===== src/rtl/pipe_stage_reg.sv =====
// Inter-stage pipeline register: valid/ready handshake, one-entry skid buffer,
// flush and bubble word. Optional statistics counters under PIPE_STAGE_STATS_EN.
//
// state | meaning
// ------+-----------------------------------------------
// EMPTY | no valid entry, out_data = BUBBLE
// FULL  | main entry valid, skid entry empty
// SKID  | main and skid entries valid, in_ready = 0
module pipe_stage_reg #(
  parameter int               WIDTH  = 179,
  parameter logic [WIDTH-1:0] BUBBLE = {WIDTH{1'b0}}
`ifdef PIPE_STAGE_STATS_EN
  , parameter int             CNT_W  = 32
`endif
) (
  input  logic             clk,
  input  logic             reset,
  input  logic             in_valid,
  output logic             in_ready,
  input  logic [WIDTH-1:0] in_data,
  output logic             out_valid,
  input  logic             out_ready,
  output logic [WIDTH-1:0] out_data,
  input  logic             flush
`ifdef PIPE_STAGE_STATS_EN
  , output logic [CNT_W-1:0] stall_cnt,
  output logic [CNT_W-1:0] flush_cnt
`endif
);

  typedef enum logic [1:0] {EMPTY, FULL, SKID} state_t;

  state_t           state;
  logic [WIDTH-1:0] main_q;
  logic [WIDTH-1:0] skid_q;
  logic             main_v;
  logic             skid_v;
  logic             accept;
  logic             consume;

  assign main_v    = (state != EMPTY);
  assign skid_v    = (state == SKID);
  assign in_ready  = (state != SKID);
  assign out_valid = main_v;
  assign out_data  = main_v ? main_q : BUBBLE;
  assign accept    = in_valid & in_ready;
  assign consume   = out_valid & out_ready;

  // Flush only clears the valid state; payload registers keep their contents.
  always_ff @(posedge clk or posedge reset) begin
    if (reset) begin
      state  <= EMPTY;
      main_q <= {WIDTH{1'b0}};
      skid_q <= {WIDTH{1'b0}};
    end else if (flush) begin
      state <= EMPTY;
    end else begin
      case (state)
        EMPTY: begin
          if (accept) begin
            main_q <= in_data;
            state  <= FULL;
          end
        end
        FULL: begin
          case ({consume, accept})
            2'b10: state <= EMPTY;
            2'b11: main_q <= in_data;
            2'b01: begin
              skid_q <= in_data;
              state  <= SKID;
            end
            default: state <= FULL;
          endcase
        end
        SKID: begin
          if (consume) begin
            main_q <= skid_q;
            state  <= FULL;
          end
        end
        default: state <= EMPTY;
      endcase
    end
  end

`ifdef PIPE_STAGE_STATS_EN
  // Saturating counters: hold at all-ones instead of wrapping.
  always_ff @(posedge clk or posedge reset) begin
    if (reset) begin
      stall_cnt <= {CNT_W{1'b0}};
      flush_cnt <= {CNT_W{1'b0}};
    end else begin
      if (out_valid && !out_ready && !flush && (stall_cnt != {CNT_W{1'b1}}))
        stall_cnt <= stall_cnt + 1'b1;
      if (flush && (main_v || skid_v) && (flush_cnt != {CNT_W{1'b1}}))
        flush_cnt <= flush_cnt + 1'b1;
    end
  end
`endif

endmodule


===== config.mk =====
export PLATFORM = sky130hd
export DESIGN_NAME = pipe_stage_reg
export DESIGN_NICKNAME = d
export VERILOG_FILES = /design/src/rtl/pipe_stage_reg.sv
export SDC_FILE = /design/constraint.sdc
export NUM_CORES = 1
export LEC_CHECK = 0
export CAP_MARGIN = 10
export CORE_UTILIZATION = 30
export CTS_CLUSTER_SIZE = 25
export DETAILED_ROUTE_END_ITERATION = 8
export PLACE_DENSITY_LB_ADDON = 0.15
export SETUP_SLACK_MARGIN = 0.5
export SLEW_MARGIN = 20
export SYNTH_ARGS = -nofsm -noshare
export SYNTH_HDL_FRONTEND = slang
export SYNTH_SLANG_ARGS = --single-unit

===== constraint.sdc =====
create_clock -name clk -period 33 [get_ports clk]
set_input_delay 4.95 -clock clk [delete_from_list [all_inputs] [get_ports clk]]
set_output_delay 4.95 -clock clk [all_outputs]
set_load 0.02 [all_outputs]

Word-level counts from Yosys, hierarchy flattened
Index checks and enable logic that the tools add are counted.
{"block": "classes", "eq_ne": 12, "n_mux": 10, "bitwise_logic": 3, "reduce_logical": 6}
{"operator": "$mux W179", "count": 4}
{"operator": "$pmux W179 S3", "count": 1}
{"operator": "$pmux W2 S3", "count": 2}
{"operator": "$eq A2 B2 Y1 const B", "count": 3}
{"operator": "$mux W2", "count": 3}
{"operator": "$ne A3 B3 Y1 const B", "count": 2}
{"operator": "$reduce_and A3 Y1", "count": 2}
{"operator": "$reduce_and A5 Y1", "count": 1}
{"operator": "$eq A2 B1 Y1 const B", "count": 2}
{"operator": "$ne A2 B1 Y1 const B", "count": 2}
{"operator": "$ne A2 B2 Y1 const B", "count": 2}
{"operator": "$ne A3 B2 Y1 const B", "count": 1}
{"operator": "$reduce_bool A3 Y1", "count": 1}
{"operator": "$and A1 B1 Y1", "count": 2}
{"operator": "$logic_not A2 Y1", "count": 1}
{"operator": "$reduce_bool A2 Y1", "count": 1}
{"operator": "$not A1 Y1", "count": 1}
{"block": "word_totals", "ff_bits": 360, "in_bits": 184, "out_inout_bits": 181, "elab_cells": 34}

Longest topological paths before layout
Gate-level depths: netlist of the first run.
{"block": "logic_depth", "depth_word": 6, "depth_mapped": 12, "ltp_nobuf": 7}

Worst setup path before layout of the first run
OpenSTA, ideal clock, no wires.
{"block": "synth_path", "kind": "register -> output", "from": "register state[0]", "to": "output out_data[100]", "arrival_time_ns": 1.531, "path_slack_ns": 26.519, "path_stages_with_launch": 6, "n_path_buf": 3, "path_cell_list": "dfrtp_1 -> or2_2 -> clkbuf_1 -> clkbuf_1 -> clkbuf_1 -> and2_1"}
{"block": "synth_between", "elab_chain_len": 2}
{"element": "start, declared", "line": "33", "rtl": "state_t state;"}
{"element": "start signal, assigned", "line": "52", "rtl": "state <= EMPTY;"}
{"element": "start signal, assigned", "line": "56", "rtl": "state <= EMPTY;"}
{"element": "start signal, assigned", "line": "62", "rtl": "state <= FULL;"}
{"element": "$reduce_bool A2 Y1", "line": "41", "rtl": "assign main_v = (state != EMPTY);"}
{"element": "$mux W179", "line": "45", "rtl": "assign out_data = main_v ? main_q : BUBBLE;"}
{"element": "end, declared", "line": "23", "rtl": "output logic [WIDTH-1:0] out_data,"}
No other way between the ends.

Worst setup path in the final report of the first run
{"block": "layout_path", "from": "register state[0]", "to": "output out_data[148]"}
Same word-level chain as after synthesis.

==> results of run 1 <==
-- per-layer routing --
| metal | up-vias | global-route usage | share of wire |
|---|---|---|---|
| li1 | 4811 | - | - |
| met1 | 5322 | 0.1988 | 0.44 |
| met2 | 226 | 0.2447 | 0.47 |
| met3 | 84 | 0.05266 | 0.069 |
| met4 | 20 | 0.04390 | 0.022 |
| met5 | - | 0 | 0.0027 |
-- per-stage QoR --
| step | setup WS, ps | instances | area [um^2] |
|---|---|---|---|
| 2_1_floorplan | 18060 | 1174 | 16790 |
| 3_3_place_gp | 24840 | 2222 | 21050 |
| 3_5_place_dp | 24840 | 2222 | 21050 |
| 4_1_cts | 24210 | 2301 | 22470 |
| 5_1_grt | 24030 | 2301 | 22480 |
| 6_report | 24350 | 2303 | 22480 |
-- logic make-up after synthesis --
group           after synthesis  synth area share
mux                         538            0.3607
flops                       360            0.5365
simple gates                187           0.07004
buf+inv                      83           0.02891
compound gates                4          0.002384
fa+ha+maj                     2          0.001490
-- state kept, by name (all words and copies together) (netlist names) --
| name | count |
|---|---|
| state | 2 |
| skid_q | 179 |
| main_q | 179 |
-- power by group through the flow --
stage               logic [mW]  clock network [mW]  registers [mW]
global route             0.370               0.512           0.665
detailed placement       0.347                   0           0.653
floorplan                0.232                   0           0.629
CTS                      0.348               0.494           0.646
finish                   0.341               0.474           0.645
global placement         0.339                   0           0.647
-- worst paths after layout --
| path | end | slack [ps] | depth (start not counted) |
|---|---|---|---|
| min reg2reg | main_q[78]$_DFFE_PP0P_ | 490 | 1 |
| min in group asynchronous | skid_q[37]$_DFFE_PP0P_ | 4900 | 2 |
| min | main_q[78]$_DFFE_PP0P_ | 490 | 1 |
| max in group asynchronous | skid_q[132]$_DFFE_PP0P_ | 25840 | 4 |
| max | out_data[148] | 24350 | 4 |
| max reg2reg | main_q[134]$_DFFE_PP0P_ | 28000 | 10 |
-- cell usage in the layout, fill, tap and decap left out, drive strengths merged --
cell type	instances
nor4bb	1
a21oi	1
or2	2
and2	180
ha	2
diode	2
inv	4
clkdlybuf4s50	364
o31ai	1
bufinv	1
nor2b	2
o21ai	1
mux2	537
nand2	1
o32ai	1
clkinv	4
nand4bb	1
dfrtp	360
buf	15
clkbuf	74
mux2i	1
-- final cells by class --
cell class,count,share of cell area
Multi-Input combinational cell,731,0.3258
Clock buffer,74,0.06117
Tap cell,748,0.04163
Inverter,4,0.001002
Timing Repair Buffer,379,0.1673
Antenna cell,2,0.0002226
Sequential cell,360,0.4007
Clock inverter,5,0.002226
==> flow_summary.yaml, run 1 <==
setup_path:
  crit_required_ps: 28050
  cp-end-kind: "primary output"
  path_delay_family: "buffers and inverters"
  criticalPathCategory: "flip-flop to primary output"
  worst_ep_arrival_time_ps: 3700
  crit_path_max_fanout: 100
  max_stage_delay_ps: 850
  start_kind: "flip-flop"
  crit_chain: "or2_4 -> buf_4 -> and2_1 -> clkdlybuf4s50_1"
  critPathSlowestCell: "buf_4"
  cp.buffers_inverters: 2
  r2r_start: "state[0]$_DFFE_PP0P_"
  worstSetupStartpoint: "state[0]$_DFFE_PP0P_"
clocking:
  clk_latency_ps: 550
  clock-sinks: 360
  postCtsHoldBufs: 0
  post_cts_buffers: 0
  clkTransAtPathRegs_ps: 60
  tritoncts: "yes"
  htreeDepth: 2
  post_cts_resized: 0
  cts_buffers: 44
  clockBufferDepth: 3
  cts-root-buf: "clkbuf_16"
drt:
  wl_per_cell_um: 18.99
  drtIter0Drc: 265
  vias: 10463
  drc_errors: 0
  ant_nets: 0
  dr.pass1.iters: 4
  via_per_inst: 4.543
  drt-total-wl_mm: 43.72
global_route:
  grt_pass1_wl_mm: 67.85
  gr-total-overflow: 0
  antenna_found_initial: 12
  grt_max_degree: 101
  grt_pass1_vias: 11166
  grt_use_total: 0.1544
logic_synthesis:
  async_flop_share: 1.000
  synth_cells: 1174
  synth.yosys.warnings: 0
  yosysSeqAreaShare: 0.5365
  synth_edf_count: 0
  synth_area_leader_cell: "dfrtp_1"
  syn_avg_cell_area_um2: 14.30
  syn_nets: 1360
  yosysUniqueCellTypes: 21
  yosys.area.top_type_share: 0.5365
  yosysMostFrequentCell: "mux2_2"
  synth-seq-cells: 360
  syn-cell-area_mm2: 0.01679
  synth_area_leaders: "dfrtp_1, mux2_2, and2_1"
  synth_ff_type: "dfrtp_1"
  synth_commonest_cells: "mux2_2, dfrtp_1, and2_1"
sta:
  period_minus_slack_ps: 8646
  post-route-period-util: 0.2620
  worst_pin_slew_ps: 996.2
  max_freq_mhz: 115.7
  rsz0062_at_grt: "false"
  fin_setup_tns_ps: 0
  relSlewSlack: 0.3359
  clock_skew_ps: 18.04
  fin_hold_ws_ps: 494.7
  finalHoldViolCount: 0
  setup_viol_count_final: 0
  drv_slew: 0
power:
  internal-power_mw: 1.075
  netSwitchingPower_mw: 0.3856
  total_power_mw: 1.461
  power.density_mw_per_mm2: 64.97
  p_sw_frac: 0.2640
  power.leakage_nw: 9.057
  power_frac_comb: 0.233
  vdd_drop_max_mv: 0.03385
  p_seq_frac: 0.442
  power_frac_clock: 0.325
cells_and_area:
  syn_to_final_growth_pct: 33.87
  multiInputGateArea_mm2: 0.007323
  regArea_mm2: 0.009009
  drive_gt1_frac: 0.3999
  fin_nets: 1706
  final_util: 0.4072
  n_fill_cell: 5246
floorplanning:
  die-area_mm2: 0.05693
  die_w_um: 238.6
  num_rows: 86
  fp.dieH_um: 238.6
  io_pins: 365
  coreArea_mm2: 0.05520
  initial_core_util: 0.3042
placement:
  io_buffers: 364
  hpwl_mm: 28.08
  gp_congestion: 0.7288
run:
  drv_cap: 0
worst_hold_path:
  worstHoldStart: "main_q[78]$_DFFE_PP0P_"
  hold_path.class: "flip-flop to flip-flop"
outcome:
  run_status: "finished, final reports clean"
Note: power is estimated with default switching activity, not from simulation.
==> run 2: changes to the inputs <==
==> constraint.sdc (replaced) <==
create_clock -name clk -period 8.2 [get_ports clk]
set_input_delay 1.23 -clock clk [delete_from_list [all_inputs] [get_ports clk]]
set_output_delay 1.23 -clock clk [all_outputs]
set_load 0.02 [all_outputs]
==> flow_summary.yaml, run 2 (synthesized netlist as in run 1, its figures left out) <==
floorplanning:
  fp.dieH_um: 238.6
  initial_core_util: 0.3042
  coreArea_mm2: 0.05520
  io_pins: 365
  num_rows: 86
  die-area_mm2: 0.05693
  die_w_um: 238.6
cells_and_area:
  reg.largest.list: "main_q (179), skid_q (179), state (2)"
  layout_common_cells: "mux2_2, clkdlybuf4s50_1, dfrtp_1"
  regArea_mm2: 0.009009
  fin_nets: 1705
  final_common_cell: "mux2_2"
  syn_to_final_growth_pct: 34.13
  final_util: 0.4080
  drive_gt1_frac: 0.4028
  n_fill_cell: 5213
  multiInputGateArea_mm2: 0.007323
setup_path:
  max_stage_delay_ps: 690
  crit_chain: "or2_4 -> buf_4 -> and2_1 -> clkdlybuf4s50_1"
  worst_ep_arrival_time_ps: 3310
  start_kind: "flip-flop"
  cp.depth: 4
  r2r_slack_ps: 4410
  path_delay_family: "buffers and inverters"
  cp.buffers_inverters: 2
  cp-end-kind: "primary output"
  critPathSlowestCell: "buf_4"
  crit_required_ps: 6970
  criticalPathCategory: "flip-flop to primary output"
  r2r_cells: 9
  crit_path_max_fanout: 83
sta:
  max_freq_mhz: 220.2
  rsz0062_at_grt: "false"
  post-route-period-util: 0.5539
  clock_skew_ps: 17.98
  period_minus_slack_ps: 4542
  setup_viol_count_final: 0
  relSlewSlack: 0.3244
  worst_pin_slew_ps: 1013
  fin_setup_tns_ps: 0
  drv_slew: 0
  finalHoldViolCount: 0
global_route:
  grt_pass1_vias: 10923
  gr-total-overflow: 0
  antenna_found_initial: 10
  grt_use_total: 0.1506
  grt_max_degree: 154
  grt_pass1_wl_mm: 66.57
drt:
  drc_errors: 0
  dr_wl_met3_mm: 3.332
  dr.pass1.iters: 4
  ant_nets: 0
  wl_met1_mm: 19.17
  via_per_inst: 4.515
  met2_length_mm: 19.70
  drt-total-wl_mm: 43.07
  top_layer: "met5"
  vias: 10388
  wl_per_cell_um: 18.72
  drtIter0Drc: 283
placement:
  hpwl_mm: 27.05
  gp_congestion: 0.7212
  io_buffers: 364
clocking:
  post_cts_resized: 0
  post_cts_buffers: 0
  clockBufferDepth: 3
  clk_latency_ps: 560
  cts-root-buf: "clkbuf_16"
  tritoncts: "yes"
  htreeDepth: 2
  cts_buffers: 44
  clkTransAtPathRegs_ps: 60
  clock-sinks: 360
  postCtsHoldBufs: 0
outcome:
  run_status: "finished, final reports clean"
power:
  netSwitchingPower_mw: 1.551
  power.density_mw_per_mm2: 261.3
  power_frac_comb: 0.234
  power.leakage_nw: 9.066
  vdd_drop_max_mv: 0.1613
  internal-power_mw: 4.335
  p_sw_frac: 0.2635
  power_frac_clock: 0.326
  p_seq_frac: 0.440
worst_hold_path:
  min_path_cells: 1
  hold_path.class: "flip-flop to flip-flop"
run:
  drv_cap: 0
-- run 2: cell type report --
class	instances	area share
repair buffers	378	0.1686
diodes	4	0.0004444
well taps	748	0.04155
clock inverters	11	0.004777
flip-flops and latches	360	0.4000
multi-input cells	731	0.3251
inverters	4	0.0008332
clock buffers	65	0.05866
-- run 2: per-stage QoR --
stage	instance area [um^2]	instances	hold slack [ps]	setup slack, ps	power [mW]
2_1_floorplan	16800	1174	448.9	2144	3.467
3_3_place_gp	21070	2220	467.0	3724	3.965
3_5_place_dp	21090	2221	475.7	3748	4.021
4_1_cts	22510	2297	487.6	3540	6.005
5_1_grt	22520	2299	511.1	3398	6.230
6_report	22520	2301	487.0	3658	5.886
-- run 2: power by group through the flow --
stage	logic [mW]	registers (mW)	clock network, mW
after floorplan	0.935	2.53	0
after global placement	1.37	2.60	0
after detailed placement	1.40	2.62	0
after CTS	1.41	2.59	2.01
after global routing	1.49	2.67	2.07
final	1.38	2.59	1.92
-- run 2: worst paths after layout --
path | to | from
worst max-delay path | out_data[152] | state[0]$_DFFE_PP0P_
worst min-delay path | main_q[1]$_DFFE_PP0P_ | main_q[1]$_DFFE_PP0P_
worst max register to register | main_q[40]$_DFFE_PP0P_ | state[0]$_DFFE_PP0P_
worst min register to register | main_q[1]$_DFFE_PP0P_ | main_q[1]$_DFFE_PP0P_
max in group asynchronous | skid_q[55]$_DFFE_PP0P_ | reset
min in group asynchronous | skid_q[97]$_DFFE_PP0P_ | reset
-- run 2: worst register-to-register path, cell delays in order (launching register included) --
cell and delay (ps):
dfrtp_1 510, or2_4 560, nand2_1 160, inv_1 80
ha_1 190, nand4bb_1 160, o31ai_4 90, buf_4 650
buf_4 790, mux2_2 460
-- run 2: routing by layer --
metal	track usage	up-vias
met4	0.04390	10
met2	0.2336	233
met1	0.1958	5290
met5	0	-
met3	0.05462	64
li1	-	4791
